--- src/rtl/gauss_blur_3x3.sv ---
// 3x3 Gaussian blur on a three-row pixel stream (RGB888 plus sop/eop), fixed 3-cycle latency.
// Border pixels and bypass mode pass the centre RGB through unchanged.
module gauss_blur_3x3 #(
    parameter int LINE_WIDTH   = 640,
    parameter int FRAME_HEIGHT = 480,
    parameter int DATA_WIDTH   = 26
) (
    input  logic                  clk,
    input  logic                  rst,
    input  logic [DATA_WIDTH-1:0] row_top,
    input  logic [DATA_WIDTH-1:0] row_mid,
    input  logic [DATA_WIDTH-1:0] row_bot,
    input  logic                  in_valid,
    input  logic                  filter_en,
    output logic [DATA_WIDTH-1:0] data_out,
    output logic                  out_valid
);

    localparam int CW = (LINE_WIDTH > 1) ? $clog2(LINE_WIDTH) : 1;
    localparam int RW = (FRAME_HEIGHT > 1) ? $clog2(FRAME_HEIGHT) : 1;
    localparam logic [CW-1:0] COL_LAST = CW'(LINE_WIDTH - 1);
    localparam logic [RW-1:0] ROW_LAST = RW'(FRAME_HEIGHT - 1);

    // Weighted row sum a + 2b + c for one 8-bit channel (max 1020).
    function automatic logic [9:0] row_sum(input logic [7:0] a, input logic [7:0] b,
                                           input logic [7:0] c);
        return {2'b00, a} + {1'b0, b, 1'b0} + {2'b00, c};
    endfunction

    // Combine row sums with weights 1/2/1 and round; 4080 + 8 still fits in 12 bits.
    function automatic logic [7:0] kernel_round(input logic [9:0] t, input logic [9:0] m,
                                                input logic [9:0] b);
        logic [11:0] sum;
        sum = {2'b00, t} + {1'b0, m, 1'b0} + {2'b00, b} + 12'd8;
        return sum[11:4];
    endfunction

    logic [23:0]           win_top_r [3];
    logic [DATA_WIDTH-1:0] win_mid_r [3];
    logic [23:0]           win_bot_r [3];
    logic [9:0]            part_r    [3][3];
    logic [DATA_WIDTH-1:0] ctr_r;
    logic [2:0]            vld_r;
    logic [2:0]            bdr_r;
    logic [CW-1:0]         col_r;
    logic [RW-1:0]         row_r;
    logic [DATA_WIDTH-1:0] out_r;
    logic                  out_valid_r;

    logic [CW-1:0]         pos_col_s;
    logic [RW-1:0]         pos_row_s;
    logic [CW-1:0]         col_nxt_s;
    logic [RW-1:0]         row_nxt_s;
    logic                  border_s;
    logic [7:0]            blur_s [3];
    logic [DATA_WIDTH-1:0] out_nxt_s;
    logic                  unused_s;

    assign unused_s = ^{row_top[1:0], row_bot[1:0], win_mid_r[0][1:0], win_mid_r[2][1:0]};

    // Position of the incoming centre pixel and the position expected after it.
    always_comb begin
        pos_col_s = col_r;
        pos_row_s = row_r;
        if (in_valid && row_mid[1]) begin
            pos_col_s = '0;
            pos_row_s = '0;
        end else begin
            pos_col_s = col_r;
            pos_row_s = row_r;
        end
        if (pos_col_s == COL_LAST) begin
            col_nxt_s = '0;
            row_nxt_s = (pos_row_s == ROW_LAST) ? pos_row_s : pos_row_s + RW'(1);
        end else begin
            col_nxt_s = pos_col_s + CW'(1);
            row_nxt_s = pos_row_s;
        end
        border_s = (pos_col_s == '0) || (pos_col_s == COL_LAST) ||
                   (pos_row_s == '0) || (pos_row_s == ROW_LAST);
    end

    // Position counters advance only on valid centre pixels.
    always_ff @(posedge clk) begin
        if (!rst) begin
            col_r <= '0;
            row_r <= '0;
        end else if (in_valid) begin
            col_r <= col_nxt_s;
            row_r <= row_nxt_s;
        end else begin
            col_r <= col_r;
            row_r <= row_r;
        end
    end

    // Window shift plus valid/border pipes (edges k and k+1).
    always_ff @(posedge clk) begin
        if (!rst) begin
            for (int i = 0; i < 3; i++) begin
                win_top_r[i] <= '0;
                win_mid_r[i] <= '0;
                win_bot_r[i] <= '0;
            end
            vld_r <= 3'b000;
            bdr_r <= 3'b000;
        end else begin
            win_top_r[0] <= row_top[2 +: 24];
            win_mid_r[0] <= row_mid;
            win_bot_r[0] <= row_bot[2 +: 24];
            for (int i = 1; i < 3; i++) begin
                win_top_r[i] <= win_top_r[i-1];
                win_mid_r[i] <= win_mid_r[i-1];
                win_bot_r[i] <= win_bot_r[i-1];
            end
            vld_r <= {vld_r[1:0], in_valid};
            bdr_r <= {bdr_r[1:0], border_s};
        end
    end

    // Per-row weighted partial sums and the delayed centre word (edge k+2).
    always_ff @(posedge clk) begin
        if (!rst) begin
            for (int r = 0; r < 3; r++) begin
                for (int ch = 0; ch < 3; ch++) begin
                    part_r[r][ch] <= '0;
                end
            end
            ctr_r <= '0;
        end else begin
            for (int ch = 0; ch < 3; ch++) begin
                part_r[0][ch] <= row_sum(win_top_r[2][8*ch +: 8], win_top_r[1][8*ch +: 8],
                                         win_top_r[0][8*ch +: 8]);
                part_r[1][ch] <= row_sum(win_mid_r[2][2+8*ch +: 8], win_mid_r[1][2+8*ch +: 8],
                                         win_mid_r[0][2+8*ch +: 8]);
                part_r[2][ch] <= row_sum(win_bot_r[2][8*ch +: 8], win_bot_r[1][8*ch +: 8],
                                         win_bot_r[0][8*ch +: 8]);
            end
            ctr_r <= win_mid_r[1];
        end
    end

    // Final sum, rounding and the border/bypass select.
    always_comb begin
        out_nxt_s = ctr_r;
        for (int ch = 0; ch < 3; ch++) begin
            blur_s[ch] = kernel_round(part_r[0][ch], part_r[1][ch], part_r[2][ch]);
        end
        if (filter_en && !bdr_r[2]) begin
            for (int ch = 0; ch < 3; ch++) begin
                out_nxt_s[2+8*ch +: 8] = blur_s[ch];
            end
        end else begin
            out_nxt_s = ctr_r;
        end
    end

    // Output register (edge k+3).
    always_ff @(posedge clk) begin
        if (!rst) begin
            out_r       <= '0;
            out_valid_r <= 1'b0;
        end else begin
            out_r       <= out_nxt_s;
            out_valid_r <= vld_r[2];
        end
    end

    assign data_out  = rst ? out_r : '0;
    assign out_valid = rst & out_valid_r;

endmodule

--- config.mk ---
export PLATFORM = sky130hd
export DESIGN_NAME = gauss_blur_3x3
export DESIGN_NICKNAME = d
export VERILOG_FILES = /design/src/rtl/gauss_blur_3x3.sv
export SDC_FILE = /design/constraint.sdc
export NUM_CORES = 1
export LEC_CHECK = 0
export ABC_CLOCK_PERIOD_IN_PS = 6400
export CAP_MARGIN = 20
export CORE_MARGIN = 10
export CORE_UTILIZATION = 40
export CTS_BUF_LIST = sky130_fd_sc_hd__clkbuf_4
export DETAILED_ROUTE_END_ITERATION = 16
export HOLD_SLACK_MARGIN = 0.08
export SLEW_MARGIN = 25
export SYNTH_ARGS = -nofsm -noshare
export SYNTH_HDL_FRONTEND = slang
export SYNTH_SLANG_ARGS = --single-unit
--- constraint.sdc ---
create_clock -name clk -period 6.4 [get_ports clk]
set_input_delay 1.28 -clock clk [delete_from_list [all_inputs] [get_ports clk]]
set_output_delay 1.28 -clock clk [all_outputs]
set_load 0.005 [all_outputs]
======== Word-level counts from Yosys, hierarchy flattened ========
Memory sizes are Yosys's and may differ from the RTL's.
Cells that the tools add are included.
Widths: inputs -> output; s select.
storage, ports and cells
  flip-flop bits (word level) ............. 78
  memory bits (writable) .................. 312
  input bits .............................. 82
  word-level logic and storage cells ...... 96
  memories kept ........................... 4
memories
  name       depth  bits a word  read ports  clocked after Yosys merged registers in  write ports  line  source
  part_r     3      30           3           0                                        3            41    logic [9:0] part_r [3][3];
  win_mid_r  3      26           3           0                                        3            39    logic [DATA_WIDTH-1:0] win_mid_r [3];
  win_bot_r  3      24           3           0                                        3            40    logic [23:0] win_bot_r [3];
  win_top_r  3      24           3           0                                        3            38    logic [23:0] win_top_r [3];
operators by class
  add/subtract/negate cells ............... 29
  eq/ne operators ......................... 2
  multiplexer cells ....................... 27
  bitwise logic cells ..................... 19
  reductions and logical operators ........ 8
operator list
  operator               number
  $mux 24                7
  $mux 10                11
  $mux 26                4
  $add 10x8->10          9
  $add 8x9->10           9
  $add 10x11->12         3
  $add 12x10->12         3
  $add 12x4->12 const B  3
  $mux 9                 3
  $or 1x1->1             18
  $add 10x1->10 const B  1
  $eq 10x10->1 const B   1
  $logic_not 10->1       1
  $add 9x1->9 const B    1
  $eq 9x9->1 const B     1
  $logic_not 9->1        1
  $logic_or 1x1->1       3
  $logic_and 1x1->1      2
  $mux 1                 2
  $and 1x1->1            1
  $logic_not 1->1        1

======== Longest topological paths before layout ========
Gate-level depths: netlist (run 1).
  depth in word-level cells ............... 6
  mapped depth ............................ 11
  mapped depth without buffers ............ 10

======== Worst setup path before layout (run 1) ========
No wires, ideal clock.
  path kind ............................... input-to-output
  start ................................... input rst
  end ..................................... output data_out[0]
  arrival time ............................ 2,179 ps
  setup slack ............................. 2,941 ps
  stages .................................. 4
  buffers on the path ..................... 3
  cells stage by stage .................... clkbuf_1 -> clkbuf_1 -> clkbuf_1 -> and2_1
on the way
  word-level cells in the longest chain between the ends .. 1
ends and longest elaborated chain
  element          line  source
  start, declared  9     input logic rst,
  $mux 26          169   assign data_out = rst ? out_r : '0;
  end, declared    15    output logic [DATA_WIDTH-1:0] data_out,
Every way passes these cells.

======== Worst setup path in the final report (run 1) ========
  start ................................... input rst
  end ..................................... output data_out[11]
The elaborated chain is that of the path after synthesis.

==> results.cfg, run 1 <==
[detailed_routing]
ant_nets = 0
routedWlPerCell_um = 13.7
drt_drc_violations_left = 0
via_per_inst = 4.69
vias = 11300
drtIter0Drc = 470
routed_wl_um = 32800
dr.pass1.iters = 5

[logic_synthesis]
syn-num-nets = 1956
syn-instance-count = 1639
post-synth-top-count-cell = dfxtp_1
synth_seq_cells = 364
syn_area_per_cell_um2 = 10.3
synth-warning-count = 0
yosys.cell_types.count = 64
synth_area_leaders = dfxtp_1 (43%), fa_1 (12%), and2_1 (10%), ha_1 (10%), inv_1 (2.9%)
synth_edf_count = 0
yosysTopAreaCell = dfxtp_1
synth_common_cells = dfxtp_1 (364), and2_1 (279), ha_1 (136)
netlist_area_um2 = 16900
synth_top_area_share = 0.432
ys.flop_type = dfxtp_1
synth-seq-area-share = 0.432
async_flop_share = 0

[timing]
fin_crit_ns = 3.88
slew_headroom = 0.509
final.setup_skew_ns = 0.0401
fmax_mhz = 258
timing.hold.ws_ns = 0.432
setup_viol = 0
fin_crit_sh = 0.606
rsz0062_at_grt = false
report.final.slew_viol_count = 0
max_slew.worst_pin.slew_ns = 0.737
hold_viol = 0
setup_ws_ns = 2.52
setup_tns_ns = 0

[clocking]
htree_levels = 3
clock_sinks = 364
post-cts-setup-buffers = 0
clkTransAtPathRegs_ns = 0.07
cts_tree = yes
cts_resized = 0
ctsHoldBuffers = 0
numCtsBuffers = 97
clk-insertion-delay-late_ns = 0.79
cts_root_buffer = clkbuf_4
clockBufferDepth = 3

[worst_setup_path]
crit_type = in2out
cpMaxStageDelayCell = buf_6
cp_data_required_time_ns = 5.12
cp_max_fo = 129
startpoint_type = input port
cp_cell_sequence = buf_6 > and2_1 > clkdlybuf4s50_1
cp_top_family = buffers and inverters
crit_path_end_kind = output pin
worst-path-buf-inv = 2
max_stage_delay_ns = 0.53
arrival_ns = 2.60

[power_and_ir_drop]
p_leak_nw = 8.74
power_density_nw_per_um2 = 264
p_total_mw = 5.17
ir_drop_uv = 106

[die]
rows = 75
start_util = 0.404
num_io_pins = 109
core_area_um2 = 41800
die_y_um = 225
die_area_um2 = 50700
die_w_um = 225

[grt]
grt_max_degree = 193
grt-ovfl-total = 0
grt_first_pass_wirelength_um = 56100
gr-usage-all-layers = 0.134
met2_usage = 0.195
gr-usage-met3 = 0.0377
first_global_vias = 11700
grt.busiest_layer = met2
antenna_found_initial = 1
grtUsageMet1 = 0.185

[placed_design]
place_congestion = 0.797
port_buffers = 104
hpwl_um = 23500
dp_worst_setup_slack_ns = 2.07

[layout]
drive_gt1_frac = 0.0876
fin_nets = 2110
area_growth_pct = 16.4

[job]
maxCapViolCount = 0

[outcome]
status = finished clean

[hold_path]
min-delay-path-class = reg2reg
==> power by group <==
group          leakage [nW]  total (mW)  internal [mW]  switching (mW)
combinational          5.04       0.711          0.341           0.370
clock                 0.707        2.00           1.07           0.939
sequential             2.99        2.46           2.39          0.0680
==> placed cells by master, fill, tap and decap left out, drive strengths merged, types with 14 or more instances in the layout <==
cell / Yosys / layout
nor2b: 22 / 22
inv: 130 / 130
o21ai: 52 / 52
clkinv: 0 / 23
fa: 99 / 99
nor2: 89 / 89
nand3: 24 / 24
dfxtp: 364 / 364
o211ai: 14 / 14
nand2: 69 / 69
nand2b: 14 / 14
and2: 279 / 279
clkdlybuf4s50: 0 / 103
ha: 136 / 136
clkbuf: 46 / 138
or3: 16 / 16
nor3: 36 / 36
a21oi: 42 / 42
xnor2: 19 / 19
==> final timing paths <==
kind / slack [ns] / to / depth (start not counted) / start
worst max-delay path: 2.52 / data_out[11] / 3 / rst
worst min-delay path: 0.43 / ctr_r[0] / 1 / win_mid_r[0][26]
worst max register to register: 3.24 / out_r[17] / 10 / part_r[0][14]
worst min register to register: 0.43 / ctr_r[0] / 1 / win_mid_r[0][26]
==> flip-flops by register name, indices dropped and copies added, names as in the netlist <==
name / count
bdr_r: 3
col_r: 10
ctr_r: 26
out_r: 26
out_valid_r: 1
part_r: 90
row_r: 9
vld_r: 3
win_bot_r: 72
win_mid_r: 52
win_top_r: 72
==> cells by family (layout without fill, tap and decap cells) <==
kind of cell,count (synthesis),count (layout),synth area share
fa+ha+maj,235,235,0.219
simple gates,605,605,0.201
compound gates,206,206,0.0818
other cells,0,1,0
mux,13,13,0.00772
flops,364,364,0.432
xor+xnor,32,32,0.0166
buf+inv,184,405,0.0415
==> metrics by stage <==
step / util / cells / cell area (um^2)
floorplan: - / 1639 / 16900
finish: 0.470 / 2400 / 19600
global placement: 0.441 / 2233 / 18400
global route: 0.470 / 2400 / 19600
detailed placement: 0.441 / 2233 / 18400
CTS: 0.470 / 2399 / 19600
==> layer usage <==
metal  vias up  share of wire  wire length [um]
met2       222           0.41             13500
met1      5166           0.51             16800
met4         0          0.018               588
met3        50          0.059              1940
li1       5817              -                 -
met5         -              0                 0
==> final cells by class <==
type / instances / area (um^2)
flip-flops and latches: 364 / 7290
inverters: 130 / 488
clock buffers: 138 / 1040
multi-input cells: 1091 / 8870
clock inverters: 28 / 176
repair buffers: 109 / 1090
well taps: 539 / 674
diodes: 1 / 2.50
fillers: 3987 / 22100
No activity file was read; power rests on OpenSTA's default activity.
==> run 2, diff against run 1 <==
Settings changed: ABC_CLOCK_PERIOD_IN_PS 6400 to 3900.
Clock period 6.4 ns to 3.9 ns, I/O delays scaled along.
==> results.cfg, run 2 (same netlist as run 1, synthesis figures left out) <==
[power_and_ir_drop]
ir_drop_uv = 187
p_leak_nw = 8.80
p_sw_frac = 0.265
internal_power_mw = 6.33
power_density_nw_per_um2 = 437
p_total_mw = 8.61
comb_power_share = 0.137
pwr-share-clk = 0.395
pwr-share-seq = 0.468
p_switching_mw = 2.28

[placed_design]
place_congestion = 0.826
place_area_um2 = 18500
port_buffers = 104
dp_worst_setup_slack_ns = 0.781
hpwl_um = 24100
placed_cells = 2239

[die]
rows = 75
num_io_pins = 109
core_area_um2 = 41800
die_w_um = 225
start_util = 0.404
die_y_um = 225
die_area_um2 = 50700

[clocking]
clk-insertion-delay-late_ns = 0.80
clock_sinks = 364
clockBufferDepth = 3
post-cts-setup-buffers = 0
numCtsBuffers = 98
htree_levels = 3
clkTransAtPathRegs_ns = 0.06
cts_root_buffer = clkbuf_4
ctsHoldBuffers = 0
cts_tree = yes
cts_resized = 0

[detailed_routing]
drtIter0Drc = 465
routed_wl_um = 33500
drt_drc_violations_left = 0
via_per_inst = 4.69
routedWlPerCell_um = 13.9
vias = 11300
ant_nets = 0
dr.pass1.iters = 5

[layout]
layout_commonest_cell = dfxtp_1
area_growth_pct = 17.0
reg.largest.list = part_r (90), win_bot_r (72), win_top_r (72)
fillers = 3950
drive_gt1_frac = 0.0904
fin_cells = 2409
largest_reg_flops = 90
layout_common_cells = dfxtp_1 (364), and2_1 (279), ha_1 (136), clkbuf_4 (133), inv_1 (129)
fin_util = 0.472
fin_nets = 2117
regMostFlops = part_r
stdcell_area_um2 = 19700

[grt]
grt-ovfl-total = 0
grt_first_pass_wirelength_um = 56600
antenna_found_initial = 2
first_global_vias = 11900
grt_max_degree = 159
gr-usage-all-layers = 0.136

[timing]
hold_viol = 0
rsz0062_at_grt = false
max_slew.worst_pin.slew_ns = 0.712
setup_viol = 0
fmax_mhz = 321
setup_ws_ns = 0.782
fin_crit_ns = 3.12
fin_crit_sh = 0.799
slew_headroom = 0.519
setup_tns_ns = 0
timing.hold.ws_ns = 0.415
report.final.slew_viol_count = 0
final.setup_skew_ns = 0.0332

[worst_setup_path]
rr_startpoint = part_r[0][14]
cp_data_required_time_ns = 4.61
r2r_cells = 10
r2r-end = out_r[16]
cp_max_fo = 7
r2r_setup_slack_ns = 0.78
arrival_ns = 3.83
crit_type = reg2reg
crit_path_end_kind = flop
startpoint_type = flop

[hold_path]
hold_path.startpoint = ctr_r[1]
min-delay-path-class = reg2reg
hold_depth = 1
hold_path_end = out_r[1]

[outcome]
status = finished clean

[job]
maxCapViolCount = 0
-- run 2: changes by cell type in the layout (fill, tap and decap cells not counted), sizes merged --
cell / change
clkinv: +7
clkinvlp: -3
bufinv: +2
inv: +2
clkbuf: -5
buf: +6
-- run 2: worst max-delay path by stage --
stage                      endpoint     startpoint  cells past startpoint  slack, ns
after floorplan           out_r[17]  part_r[0][14]                     10       0.98
after global placement     row_r[8]       in_valid                     10       0.81
after detailed placement   row_r[8]     row_mid[1]                     10       0.78
after CTS                 out_r[17]  part_r[0][14]                     10       0.75
after global routing      out_r[17]  part_r[0][14]                     10       0.61
final                     out_r[16]  part_r[0][14]                     10       0.78
-- run 2: critical path, cell delays in order, from the launching register on --
cell,delay (ns)
dfxtp_1,0.31
inv_1,0.05
fa_1,0.54
inv_1,0.05
ha_1,0.29
ha_1,0.35
and4_1,0.19
a221o_1,0.40
and4_1,0.28
or4_1,0.51
nand3_1,0.09
-- run 2: cell type report --
type	count	area [um^2]	share of cell area
Inverter	130	488	0.0248
Sequential cell	364	7290	0.370
Clock inverter	36	258	0.0131
Multi-Input combinational cell	1091	8870	0.450
Timing Repair Buffer	115	1140	0.0577
Antenna cell	1	2.50	0.000127
Clock buffer	133	998	0.0507
Tap cell	539	674	0.0342
-- run 2: power groups by stage --
stage	Clock [mW]	Sequential, mW	Combinational (mW)
global placement	0	4.11	1.16
finish	3.40	4.03	1.18
global route	3.75	4.05	1.36
detailed placement	0	4.11	1.18
floorplan	0	4.08	0.845
CTS	3.56	4.03	1.19
-- run 2: per-layer routing --
layer	up-vias	wire length, um	track usage
met1	5194	17000	0.183
met3	38	1890	0.0366
met2	237	14100	0.203
li1	5828	-	-
met4	0	555	0.0566
met5	-	0	0
